## src/rtl/seg_scan_2dig_if.sv

```systemverilog
// Digit-pair input and pin-side outputs of the two-digit 7-segment scanner.
// master drives the BCD pair; slave is the scanner itself.
interface seg_scan_2dig_if;
    logic [3:0] Ten_Data;
    logic [3:0] One_Data;
    logic [7:0] SMG_Data;
    logic [1:0] Scan_Sig;
    logic       Frame_Tick;

    modport master (
        output Ten_Data,
        output One_Data,
        input  SMG_Data,
        input  Scan_Sig,
        input  Frame_Tick
    );

    modport slave (
        input  Ten_Data,
        input  One_Data,
        output SMG_Data,
        output Scan_Sig,
        output Frame_Tick
    );
endinterface

```

## src/rtl/seg_scan_2dig.sv

```systemverilog
// Two-digit multiplexed common-anode 7-segment driver with blanking gaps.
// Optional leading-zero blanking of the tens digit: define SEG_LZB_EN.
module seg_scan_2dig #(
    parameter int SCAN_CNT = 50000,
    parameter int GAP_CNT  = 500
) (
    input  logic           CLK,
    input  logic           RST,
    seg_scan_2dig_if.slave bus
);

    typedef enum logic [1:0] {
        GAP_B,
        SHOW_TEN,
        GAP_A,
        SHOW_ONE
    } state_t;

    localparam int MAXN = (SCAN_CNT > GAP_CNT) ? SCAN_CNT : GAP_CNT;
    localparam int CW   = (MAXN > 1) ? $clog2(MAXN) : 1;

    localparam logic [CW-1:0] SCAN_LAST = CW'(SCAN_CNT - 1);
    localparam logic [CW-1:0] GAP_LAST  = CW'(GAP_CNT - 1);

`ifdef SEG_LZB_EN
    localparam bit LZB = 1'b1;
`else
    localparam bit LZB = 1'b0;
`endif

    state_t        state;
    state_t        state_nxt;
    logic [CW-1:0] cnt;
    logic [CW-1:0] cnt_nxt;
    logic [3:0]    r_ten;
    logic [3:0]    r_one;
    logic [3:0]    ten_nxt;
    logic [3:0]    one_nxt;
    logic [7:0]    smg;
    logic [7:0]    smg_nxt;
    logic [1:0]    scan;
    logic [1:0]    scan_nxt;
    logic          tick;
    logic          tick_nxt;
    logic          show;
    logic          last;

    function automatic logic [7:0] dec(input logic [3:0] d);
        logic [7:0] s;
        case (d)
            4'd0:    s = 8'hC0;
            4'd1:    s = 8'hF9;
            4'd2:    s = 8'hA4;
            4'd3:    s = 8'hB0;
            4'd4:    s = 8'h99;
            4'd5:    s = 8'h92;
            4'd6:    s = 8'h82;
            4'd7:    s = 8'hF8;
            4'd8:    s = 8'h80;
            4'd9:    s = 8'h90;
            default: s = 8'hBF;
        endcase
        return s;
    endfunction

    always_ff @(posedge CLK or negedge RST) begin
        if (!RST) begin
            state <= GAP_B;
            cnt   <= '0;
            r_ten <= 4'd0;
            r_one <= 4'd0;
            smg   <= 8'hFF;
            scan  <= 2'b11;
            tick  <= 1'b0;
        end else begin
            state <= state_nxt;
            cnt   <= cnt_nxt;
            r_ten <= ten_nxt;
            r_one <= one_nxt;
            smg   <= smg_nxt;
            scan  <= scan_nxt;
            tick  <= tick_nxt;
        end
    end

    always_comb begin
        state_nxt = state;
        cnt_nxt   = cnt + 1'b1;
        ten_nxt   = r_ten;
        one_nxt   = r_one;
        tick_nxt  = 1'b0;
        smg_nxt   = 8'hFF;
        scan_nxt  = 2'b11;
        show      = (state == SHOW_TEN) || (state == SHOW_ONE);
        last      = show ? (cnt == SCAN_LAST) : (cnt == GAP_LAST);

        if (last) begin
            cnt_nxt = '0;
            unique case (state)
                GAP_B: begin
                    state_nxt = SHOW_TEN;
                    ten_nxt   = bus.Ten_Data;
                    one_nxt   = bus.One_Data;
                    tick_nxt  = 1'b1;
                end
                SHOW_TEN: state_nxt = GAP_A;
                GAP_A:    state_nxt = SHOW_ONE;
                SHOW_ONE: state_nxt = GAP_B;
            endcase
        end

        // Outputs follow the upcoming state so they switch with it.
        unique case (state_nxt)
            SHOW_TEN: begin
                if (!(LZB && ten_nxt == 4'd0)) begin
                    scan_nxt = 2'b01;
                    smg_nxt  = dec(ten_nxt);
                end
            end
            SHOW_ONE: begin
                scan_nxt = 2'b10;
                smg_nxt  = dec(one_nxt);
            end
            GAP_A, GAP_B: begin
                scan_nxt = 2'b11;
                smg_nxt  = 8'hFF;
            end
        endcase
    end

    assign bus.SMG_Data   = smg;
    assign bus.Scan_Sig   = scan;
    assign bus.Frame_Tick = tick;

endmodule

```

## src/flat_wrapper.sv

```systemverilog
// flat-port wrapper written by rule: the top's interface ports become plain ports
module seg_scan_2dig_flat 
#(
    parameter int SCAN_CNT = 50000,
    parameter int GAP_CNT  = 500
)
  (CLK, RST, bus_Ten_Data, bus_One_Data, bus_SMG_Data, bus_Scan_Sig, bus_Frame_Tick);
  seg_scan_2dig_if bus_i ();
  input  logic CLK;
  input  logic RST;
  input wire logic [$bits(bus_i.Ten_Data)-1:0] bus_Ten_Data;
  input wire logic [$bits(bus_i.One_Data)-1:0] bus_One_Data;
  output wire logic [$bits(bus_i.SMG_Data)-1:0] bus_SMG_Data;
  output wire logic [$bits(bus_i.Scan_Sig)-1:0] bus_Scan_Sig;
  output wire logic [$bits(bus_i.Frame_Tick)-1:0] bus_Frame_Tick;
  assign bus_i.Ten_Data = bus_Ten_Data;
  assign bus_i.One_Data = bus_One_Data;
  assign bus_SMG_Data = bus_i.SMG_Data;
  assign bus_Scan_Sig = bus_i.Scan_Sig;
  assign bus_Frame_Tick = bus_i.Frame_Tick;
  seg_scan_2dig #(.SCAN_CNT(SCAN_CNT), .GAP_CNT(GAP_CNT)) u_core (.CLK(CLK), .RST(RST), .bus(bus_i));
endmodule
```

## config.mk

```make
export PLATFORM = sky130hd
export DESIGN_NAME = seg_scan_2dig_flat
export DESIGN_NICKNAME = d
export VERILOG_FILES = /design/src/rtl/seg_scan_2dig_if.sv /design/src/rtl/seg_scan_2dig.sv /design/src/flat_wrapper.sv
export SDC_FILE = /design/constraint.sdc
export NUM_CORES = 1
export LEC_CHECK = 0
export CAP_MARGIN = 20
export CORE_MARGIN = 5
export CORE_UTILIZATION = 42
export DETAILED_ROUTE_END_ITERATION = 7
export HOLD_SLACK_MARGIN = 0.08
export PLACE_DENSITY = 0.69
export SYNTH_ARGS = -nofsm -noshare
export SYNTH_HDL_FRONTEND = slang
export SYNTH_SLANG_ARGS = --single-unit
export TNS_END_PERCENT = 1
```

## constraint.sdc

```tcl
create_clock -name CLK -period 5.5 [get_ports CLK]
set_clock_uncertainty 0.1 [all_clocks]
set_input_delay 1.375 -clock CLK [delete_from_list [all_inputs] [get_ports CLK]]
set_output_delay 1.375 -clock CLK [all_outputs]
set_load 0.01 [all_outputs]
```

# == Yosys cells after proc, flatten, opt, wreduce, memory -nomap -nowiden ==
# Memory sizes are Yosys's and may differ from the RTL's.
# Index checks and enable logic that the tools add are counted.
# classes
eq_ne,8
n_reduce_logical,4
muxes,12
add_sub_neg,1
# op_table
cell,count
8-bit one-hot mux with 3 select lines,1
"16-bit by 1-bit adder with 16-bit output, second input constant",1
"16-bit == test, second input constant",1
"16-bit by 9-bit == test with 1-bit output, second input constant",1
16-bit two-way mux,1
4-bit two-way mux,4
"2-bit == test, second input constant",4
2-bit one-hot mux with 4 select lines,1
2-bit one-hot mux with 3 select lines,1
"2-bit by 1-bit == test with 1-bit output, second input constant",2
2-bit zero test,2
1-bit two-way mux,3
2-bit two-way mux,1
2-bit OR reduction,1
1-bit logical OR,1
# totals
mem_count,2
mem_bits_ro,224
inputBits,10
out_inout_bits,11
elab_cells,34
reg_bits,37
# mem_list
name,depth,word_bits,read_ports,rd_clocked_by_memory_dff,wr,line_no,rtl
(no name shown),16,7,1,0,0,seg_scan_2dig.sv:50,case (d)
(no name shown),16,7,1,0,0,seg_scan_2dig.sv:50,

# == Logic depth before layout (Yosys ltp) ==
# Gate-level depths: netlist (run 1).
# depth
word_depth,7
depth_mapped,11
ltp_nobuf,10

# == Least setup slack after synthesis (run 1) ==
# OpenSTA, ideal clock, no wires.
# synth_path
path_type,reg-to-reg
from,register u_core.cnt[0]
to,"register u_core.smg[3], in the netlist u_core.bus.SMG_Data[3]"
period_less_slack_ns,3.129
setup_time_ns,0.083
arrival_ns,2.946
n_path_buf,1
slack_ns,2.371
required_ns,5.317
path_stages_with_launch,12
path_cell_list,dfrtp_1 -> ha_1 -> nand4b_1 -> or4_4 -> nor4_4 -> buf_4 -> mux2i_1 -> inv_1 -> ha_1 -> nand2_1 -> o21ai_0 -> a221o_1
# synth_via
word_cells_on_any_way,14
cone_classes,eq/ne (5); mux (5); reduce/logical (2); memory (2)
# synth_lines
item,line_no,rtl
from (decl),seg_scan_2dig.sv:33,logic [CW-1:0] cnt;
from (signal assigned),seg_scan_2dig.sv:77,cnt <= cnt_nxt;
16-bit by 9-bit == test with 1-bit output or 16-bit == test (tied branches),seg_scan_2dig.sv:95,last = show ? (cnt == SCAN_LAST) : (cnt == GAP_LAST);
1-bit two-way mux *,seg_scan_2dig.sv:95,
4-bit two-way mux *,seg_scan_2dig.sv:97,if (last) begin
net u_core.ten_nxt[0],seg_scan_2dig.sv:37,logic [3:0] ten_nxt;
memory 16 x 7 bit *,n/a,
8-bit one-hot mux with 3 select lines *,seg_scan_2dig.sv:113,unique case (state_nxt)
net u_core.smg_nxt[3],seg_scan_2dig.sv:40,logic [7:0] smg_nxt;
to (signal assigned),seg_scan_2dig.sv:80,smg <= smg_nxt;
to (decl),seg_scan_2dig.sv:39,logic [7:0] smg;
# Mark *: on every way through the listed nets, which the timed path passes. The rest lies on a longest branch. The select of a mux whose other input is x is not followed.

# == Worst setup path after layout (run 1) ==
# layout_path
from,register u_core.cnt[0]
to,"register u_core.smg[6], in the netlist u_core.bus.SMG_Data[6]"
# Same word-level chain as after synthesis.

==> results.sh, run 1 <==
export IMPL_reg2reg_depth=10
export IMPL_rsz0062_at_grt="no"
export IMPL_port_buffers=19
export IMPL_drtIter0Drc=52
export IMPL_wire_per_inst_um=14.7
export IMPL_ir_worst_vdd_mv=0.151
export IMPL_critPathArrivalTime_ps=3750
export IMPL_setup_violations_final=0
export IMPL_placed_cells=261
export IMPL_grt_pass1_wl_mm=6.82
export IMPL_worstHoldEndpoint="u_core.cnt[0]"
export IMPL_nets=238
export IMPL_syn_inst=189
export IMPL_overflow=0
export IMPL_hold_start="u_core.cnt[0]"
export IMPL_insertion_delay_ps=290
export IMPL_core_area_um2=4660
export IMPL_worstMarginPinSlew_ps=1030
export IMPL_drtAntennaViolNets=0
export IMPL_synth_simple_area_share=0.186
export IMPL_rows=25
export IMPL_clkPwrFrac=0.453
export IMPL_avgSynthCellArea_um2=10.5
export IMPL_crit_path_frequent_cell="ha_1"
export IMPL_ff_latch_area_um2=912
export IMPL_crit_chain="ha_1 > nand4b_1 > or4_4 > nor4_4 > mux2i_1 > inv_1 > ha_1 > nor2b_1 > o21ai_0 > o311ai_0"
export IMPL_clk_pin_slew_worst_paths_ps=70
export IMPL_crit_type="register to register"
export IMPL_slew_headroom=0.305
export IMPL_clockBufferDepth=2
export IMPL_rr_startpoint="u_core.cnt[0]"
export IMPL_fin_ws_ps=1840
export IMPL_setup_tns_ps=0
export IMPL_dp_hpwl_mm=2.90
export IMPL_yosys_warnings=0
export IMPL_cts_buffers=5
export IMPL_critical_path_reg2reg_endpoint="u_core.bus.SMG_Data[6]"
export IMPL_root_buffer="clkbuf_8"
export IMPL_num_vias=1450
export IMPL_grt_pass1_vias=1479
export IMPL_synth_area_um2=1990
export IMPL_drv_cap=0
export IMPL_power_frac_seq=0.521
export IMPL_switching_share=0.202
export IMPL_synth_compound_gate_area_share=0.0819
export IMPL_min_path_type="register to register"
export IMPL_critPathCaptureType="register"
export IMPL_vias_per_cell=5.39
export IMPL_cp_required_ps=5580
export IMPL_fmax_mhz=273
export IMPL_yosys_cell_types_count=41
export IMPL_stdcell_area_um2=2350
export IMPL_p_leak_nw=1.02
export IMPL_die_h_um=78.8
export IMPL_synthArstFlopShare=1.00
export IMPL_p_per_area_nw_per_um2=217
export IMPL_ctsHoldBuffers=0
export IMPL_finalCritPeriodShare=0.666
export IMPL_synthXorXnorAreaFrac=0.0617
export IMPL_startpoint_type="register"
export IMPL_instances_no_fill=269
export IMPL_internal_power_w=0.000406
export IMPL_ys_flop_type="dfrtp_1"
export IMPL_path_max_fanout=16
export IMPL_cts_tree="built"
export IMPL_area_growth_pct=18.2
export IMPL_dr_pass1_iters=4
export IMPL_grt_max_degree=37
export IMPL_syn_num_nets=213
export IMPL_routed_wl_mm=3.95
export IMPL_slowest_delay_ps=870
export IMPL_drv_slew=0
export IMPL_synth_fa_ha_area_frac=0.0882
export IMPL_cts_setup_buffers=0
export IMPL_worst_path_max_delay_cell="nor4_4"
export IMPL_p_comb_frac=0.026
export IMPL_holdWs_ps=361
export IMPL_switchingPower_w=0.000103
export IMPL_whs_path_depth=1
export IMPL_die_x_um=78.8
export IMPL_preCtsSetupSlack_ps=1820
export IMPL_ys_ff_latch=36
export IMPL_hold_viol=0
export IMPL_yosysSeqAreaShare=0.459
export IMPL_synthMuxAreaShare=0.0875
export IMPL_synth_edf_count=0
export IMPL_r2r_setup_slack_ps=1840
export IMPL_multi_input_area_um2=1010
export IMPL_drive_gt1_frac=0.135
export IMPL_gp_congestion=0.836
export IMPL_track_usage=0.142
export IMPL_outcome="completed"
export IMPL_cts_resized=0
export IMPL_synth_top_family_by_area="simple AND/OR/NAND/NOR gates"
export IMPL_fin_crit_ps=3660
export IMPL_dpl_cell_area_um2=2240
export IMPL_pin_count=21
export IMPL_antenna_found_initial=0
export IMPL_nFillCells=439
export IMPL_diodes=0
export IMPL_drc=0
export IMPL_h_tree_depth=2
export IMPL_die_area_um2=6210
export IMPL_initial_utilization=0.426
export IMPL_clock_sinks=36
[sequential cells by signal, indices dropped and copies added (netlist names)]
name,cells
u_core.bus.Scan_Sig,2
u_core.r_ten,4
u_core.r_one,4
u_core.bus.Frame_Tick,1
u_core.bus.SMG_Data,7
u_core.cnt,16
u_core.state,2
[routing by layer]
metal,vias to the layer above,track usage,wire (um)
met5,-,0,0
met4,0,0.0472,60
met2,23,0.248,2020
met3,8,0.0488,162
li1,706,-,-
met1,713,0.163,1710
[kinds of logic after synthesis]
| family | count (synthesis) |
|---|---|
| compound gates | 23 |
| xor+xnor | 14 |
| fa+ha+maj | 14 |
| buf+inv | 16 |
| flops | 36 |
| mux | 16 |
| other cells | 1 |
| simple gates | 69 |
[cells in the mapped netlist (4+ instances only)]
master	number	area [um^2]
dfrtp_1	27	676
nor2_1	22	82.6
nand3_1	15	75.1
ha_1	14	175
inv_1	12	45.0
nand2_1	12	45.0
mux2i_1	10	100
dfstp_2	9	236
xnor2_1	7	61.3
xor2_1	7	61.3
o21ai_0	5	25.0
a21oi_1	4	20.0
a221o_1	4	40.0
mux2_2	4	45.0
[worst max-delay path: cells and delay by family (launching register included)]
family	cells	cell delay, ps
flip-flops	1	370
adder cells (fa/ha/maj)	2	490
AND/OR/NAND/NOR	4	1560
buffers and inverters	1	150
multiplexers	1	490
AO/OA/AOI/OAI	2	390
[power by group through the flow]
stage	clock (W)	sequential, W	combinational, W
floorplan	0	0.000270	0.00000139
global placement	0	0.000270	0.0000139
detailed placement	0	0.000270	0.0000140
CTS	0.000239	0.000265	0.0000141
global route	0.000249	0.000265	0.0000154
finish	0.000230	0.000265	0.0000134
[cell type report]
class	count	share of cell area
inverters	13	0.0208
repair buffers	21	0.0874
clock buffers	6	0.0309
well taps	54	0.0288
clock inverters	2	0.0149
multi-input cells	137	0.429
flip-flops and latches	36	0.388
[how the worst max path moves through the flow]
stage,from,endpoint,slack (ps),cells after the start
floorplan,u_core.cnt[0],u_core.bus.SMG_Data[3],2370,11
global placement,u_core.cnt[0],u_core.bus.SMG_Data[6],1870,10
detailed placement,u_core.cnt[0],u_core.bus.SMG_Data[6],1820,10
CTS,u_core.cnt[0],u_core.bus.SMG_Data[6],1800,10
global route,u_core.cnt[0],u_core.bus.SMG_Data[6],1590,10
finish,u_core.cnt[0],u_core.bus.SMG_Data[6],1840,10
[per-stage QoR]
step	util	total power, W
floorplan	-	0.000271
global placement	0.481	0.000284
detailed placement	0.481	0.000284
CTS	0.504	0.000518
global route	0.504	0.000530
finish	0.504	0.000509
[cell usage in the layout (no fill, tap or decap), drive strengths merged, types with 2 or more instances in the layout]
cell and count:
dfrtp 27, nor2 22, clkdlybuf4s50 19, nand3 15, ha 14, inv 13
nand2 12, mux2i 11, dfstp 9, xor2 7, xnor2 7, clkbuf 6
o21ai 5, mux2 5, a221o 4, a21oi 4, o31ai 3, and3 3
nand2b 3, o211ai 2, nand4 2, nor2b 2, buf 2, nor4 2
Power figures use the tool's default switching activity.
==> run 2, diff against run 1 <==
Clock period 5.5 ns to 3.5 ns, I/O delays scaled along.
==> results.sh, run 2 (same netlist as run 1, synthesis figures left out) <==
export IMPL_drv_cap=0
export IMPL_ctsHoldBuffers=0
export IMPL_dr_pass1_iters=4
export IMPL_top_layer_used="met4"
export IMPL_h_tree_depth=2
export IMPL_crit_type="register to register"
export IMPL_slew_headroom=0.636
export IMPL_p_per_area_nw_per_um2=304
export IMPL_p_leak_nw=1.04
export IMPL_area_growth_pct=19.1
export IMPL_fin_crit_ps=3120
export IMPL_pin_count=21
export IMPL_ir_worst_vdd_mv=0.190
export IMPL_regMostFlops="u_core.cnt"
export IMPL_fmax_mhz=320
export IMPL_nets=244
export IMPL_critPathCaptureType="register"
export IMPL_port_buffers=19
export IMPL_startpoint_type="register"
export IMPL_grt_max_degree=37
export IMPL_grt_pass1_wl_mm=6.83
export IMPL_drive_gt1_frac=0.154
export IMPL_drv_slew=0
export IMPL_setup_violations_final=0
export IMPL_m1WireLength_mm=1.69
export IMPL_gp_congestion=0.851
export IMPL_critPathArrivalTime_ps=3220
export IMPL_die_x_um=78.8
export IMPL_finalCritPeriodShare=0.893
export IMPL_cts_buffers=5
export IMPL_track_usage=0.141
export IMPL_drtAntennaViolNets=0
export IMPL_diodes=0
export IMPL_initial_utilization=0.426
export IMPL_final_cell_mix="27 x dfrtp_1, 22 x nor2_1, 19 x clkdlybuf4s50_1, 15 x nand3_1, 14 x ha_1"
export IMPL_clk_pin_slew_worst_paths_ps=70
export IMPL_die_area_um2=6210
export IMPL_path_max_fanout=6
export IMPL_grt_pass1_vias=1504
export IMPL_core_area_um2=4660
export IMPL_min_path_type="register to register"
export IMPL_holdWs_ps=361
export IMPL_cts_resized=0
export IMPL_drc=0
export IMPL_outcome="completed"
export IMPL_die_h_um=78.8
export IMPL_hold_viol=0
export IMPL_num_vias=1472
export IMPL_root_buffer="clkbuf_8"
export IMPL_rows=25
export IMPL_mostFrequentLayoutCell="dfrtp_1"
export IMPL_clock_sinks=36
export IMPL_setup_tns_ps=0
export IMPL_worstMarginPinSlew_ps=541
export IMPL_dp_hpwl_mm=2.96
export IMPL_rsz0062_at_grt="no"
export IMPL_cts_setup_buffers=0
export IMPL_vias_per_cell=5.35
export IMPL_overflow=0
export IMPL_largest_reg_flops=16
export IMPL_antenna_found_initial=0
export IMPL_cp_required_ps=3600
export IMPL_insertion_delay_ps=290
export IMPL_wl_met2_mm=2.02
export IMPL_nFillCells=418
export IMPL_clockBufferDepth=2
export IMPL_cts_tree="built"
export IMPL_routed_wl_mm=3.95
export IMPL_drtIter0Drc=75
export IMPL_wire_per_inst_um=14.4
export IMPL_wl_met3_um=119
## run 2: cell types whose count changed in the layout (fill, tap and decap cells not counted)
cell       change
buf_4          +6
bufinv_16      -1
clkbuf_1       +1
## run 2: routing by layer
layer,GRT usage,vias to the layer above
met3,0.0351,13
met4,0.0717,0
li1,-,720
met2,0.240,27
met5,0,-
met1,0.163,712
## run 2: metrics by stage
step                      setup slack, ps   util  std cells  power, W  area [um^2]
after global routing                 4.01  0.508        275  0.000750         2370
after CTS                             272  0.508        275  0.000731         2370
after global placement                396  0.490        267  0.000446         2290
after detailed placement              275  0.490        267  0.000446         2290
after floorplan                       371      -        189  0.000426         1990
final                                 375  0.508        275  0.000719         2370
## run 2: worst max-delay path, cell delays in order, from the launching register on
cell and delay, ps:
dfrtp_1 370, ha_1 250, nand4b_1 110, or4_4 470, nor4_4 370, buf_4 250, mux2i_1 370, inv_1 140
ha_1 220, nor2b_1 130, o21ai_0 120, o311ai_0 140
## run 2: cell type report
class                      count  area (um^2)  share of cell area
clock buffer                   7         76.3              0.0322
tap                           54         67.6              0.0285
timing repair buffer          27          250               0.106
clock inverter                 1         5.00             0.00211
multi-input combinational    137         1010               0.425
inverter                      13         48.8              0.0206
sequential                    36          912               0.385
## run 2: worst paths after layout
path,slack [ps],from,end,cells past startpoint
worst min-delay path,360,u_core.cnt[0],u_core.cnt[0],1
min in group asynchronous,910,RST,u_core.cnt[2],2
worst min register to register,360,u_core.cnt[0],u_core.cnt[0],1
max in group asynchronous,2050,RST,u_core.bus.SMG_Data[3],2
worst max register to register,380,u_core.cnt[0],u_core.bus.SMG_Data[6],11
worst max-delay path,380,u_core.cnt[0],u_core.bus.SMG_Data[6],11
## run 2: where the power goes
group | leakage, nW | switching [W] | internal, W
sequential | 0.458 | 0 | 0.000416
clock | 0.0422 | 0.000142 | 0.000140
combinational | 0.538 | 0.0000109 | 0.0000101
total | 1.04 | 0.000153 | 0.000566
==> run 3, diff against run 2 <==
Settings changed: CORE_MARGIN 5 to not set.
==> results.sh, run 3 (same netlist as run 1, synthesis figures left out) <==
export IMPL_die_x_um=70.8
export IMPL_ir_worst_vdd_mv=0.218
export IMPL_clk_pin_slew_worst_paths_ps=80
export IMPL_path_max_fanout=16
export IMPL_drc=0
export IMPL_pin_count=21
export IMPL_final_cell_mix="27 x dfrtp_1, 22 x nor2_1, 19 x clkdlybuf4s50_1, 15 x nand3_1, 14 x ha_1"
export IMPL_drive_gt1_frac=0.158
export IMPL_dr_pass1_iters=6
export IMPL_grt_max_degree=20
export IMPL_fmax_mhz=317
export IMPL_fin_crit_ps=3160
export IMPL_regMostFlops="u_core.cnt"
export IMPL_core_area_um2=4440
export IMPL_initial_utilization=0.447
export IMPL_instances_no_fill=273
export IMPL_area_growth_pct=20.0
export IMPL_startpoint_type="register"
export IMPL_vias_per_cell=5.55
export IMPL_drv_slew=0
export IMPL_drtAntennaViolNets=0
export IMPL_nets=244
export IMPL_num_vias=1516
export IMPL_rows=24
export IMPL_gp_congestion=0.885
export IMPL_grt_pass1_wl_mm=7.06
export IMPL_drv_cap=0
export IMPL_critPathCaptureType="register"
export IMPL_p_per_area_nw_per_um2=320
export IMPL_ctsHoldBuffers=0
export IMPL_overflow=0
export IMPL_antenna_found_initial=0
export IMPL_critPathArrivalTime_ps=3280
export IMPL_insertion_delay_ps=280
export IMPL_setup_violations_final=0
export IMPL_placed_cells=265
export IMPL_dp_hpwl_mm=2.96
export IMPL_mostFrequentLayoutCell="dfrtp_1"
export IMPL_p_total_w=0.000762
export IMPL_cp_required_ps=3620
export IMPL_diodes=0
export IMPL_cts_buffers=5
export IMPL_nFillCells=412
export IMPL_die_area_um2=5010
export IMPL_die_h_um=70.8
export IMPL_rsz0062_at_grt="no"
export IMPL_p_leak_nw=1.05
export IMPL_h_tree_depth=2
export IMPL_worstMarginPinSlew_ps=905
export IMPL_track_usage=0.178
export IMPL_grt_pass1_vias=1604
export IMPL_clockBufferDepth=2
export IMPL_final_core_util=0.536
export IMPL_setup_tns_ps=0
export IMPL_largest_reg_flops=16
export IMPL_routed_wl_mm=3.98
export IMPL_drtIter0Drc=67
export IMPL_crit_type="register to register"
export IMPL_port_buffers=19
export IMPL_clock_sinks=36
export IMPL_dpl_cell_area_um2=2280
export IMPL_finalCritPeriodShare=0.903
export IMPL_outcome="completed"
export IMPL_cts_tree="built"
export IMPL_stdcell_area_um2=2380
export IMPL_wire_per_inst_um=14.6
export IMPL_root_buffer="clkbuf_8"
export IMPL_slew_headroom=0.394
export IMPL_hold_viol=0
export IMPL_cts_setup_buffers=0
export IMPL_min_path_type="register to register"
export IMPL_cts_resized=0
[run 3: metal layers]
metal | GRT usage | vias to the layer above | share of wire
met5 | 0 | - | 0
met4 | 0.0822 | 0 | 0.027
li1 | - | 720 | -
met3 | 0.0385 | 12 | 0.032
met2 | 0.314 | 31 | 0.52
met1 | 0.208 | 753 | 0.42
[run 3: critical path, stage by stage, from the launching register on]
cell	delay, ps
dfrtp_1	370
ha_1	270
nand4b_1	120
or4_4	470
nor4_4	220
buf_4	280
mux2i_1	420
inv_1	190
ha_1	240
a221o_1	320
nand4_1	90
[run 3: path summary, 6_finish.rpt]
| kind | from | to | slack (ps) | cells past startpoint |
|---|---|---|---|---|
| worst max-delay path | u_core.cnt[0] | u_core.bus.SMG_Data[4] | 340 | 10 |
| worst min-delay path | u_core.cnt[0] | u_core.cnt[0] | 360 | 1 |
| worst max register to register | u_core.cnt[0] | u_core.bus.SMG_Data[4] | 340 | 10 |
| worst min register to register | u_core.cnt[0] | u_core.cnt[0] | 360 | 1 |
| max in group asynchronous | RST | u_core.bus.Scan_Sig[1] | 1520 | 2 |
| min in group asynchronous | RST | u_core.cnt[5] | 990 | 1 |
[run 3: metrics by stage]
step / hold slack (ps) / setup slack (ps)
6_report: 364 / 341
3_3_place_gp: 343 / 419
5_1_grt: 380 / 111
3_5_place_dp: 356 / 396
2_1_floorplan: 333 / 371
4_1_cts: 366 / 334
[run 3: power by group]
group / switching (W) / total (W) / internal (W) / leakage, nW
clock: 0.000144 / 0.000324 / 0.000180 / 0.0515
sequential: 0 / 0.000416 / 0.000416 / 0.458
combinational: 0.0000113 / 0.0000221 / 0.0000108 / 0.537
total: 0.000155 / 0.000762 / 0.000607 / 1.05
[run 3: layout make-up]
type / instances / area [um^2] / share of cell area
sequential: 36 / 912 / 0.383
tap: 52 / 65.1 / 0.0273
inverter: 13 / 48.8 / 0.0205
timing repair buffer: 27 / 250 / 0.105
multi-input combinational: 137 / 1010 / 0.423
clock buffer: 8 / 100 / 0.0420
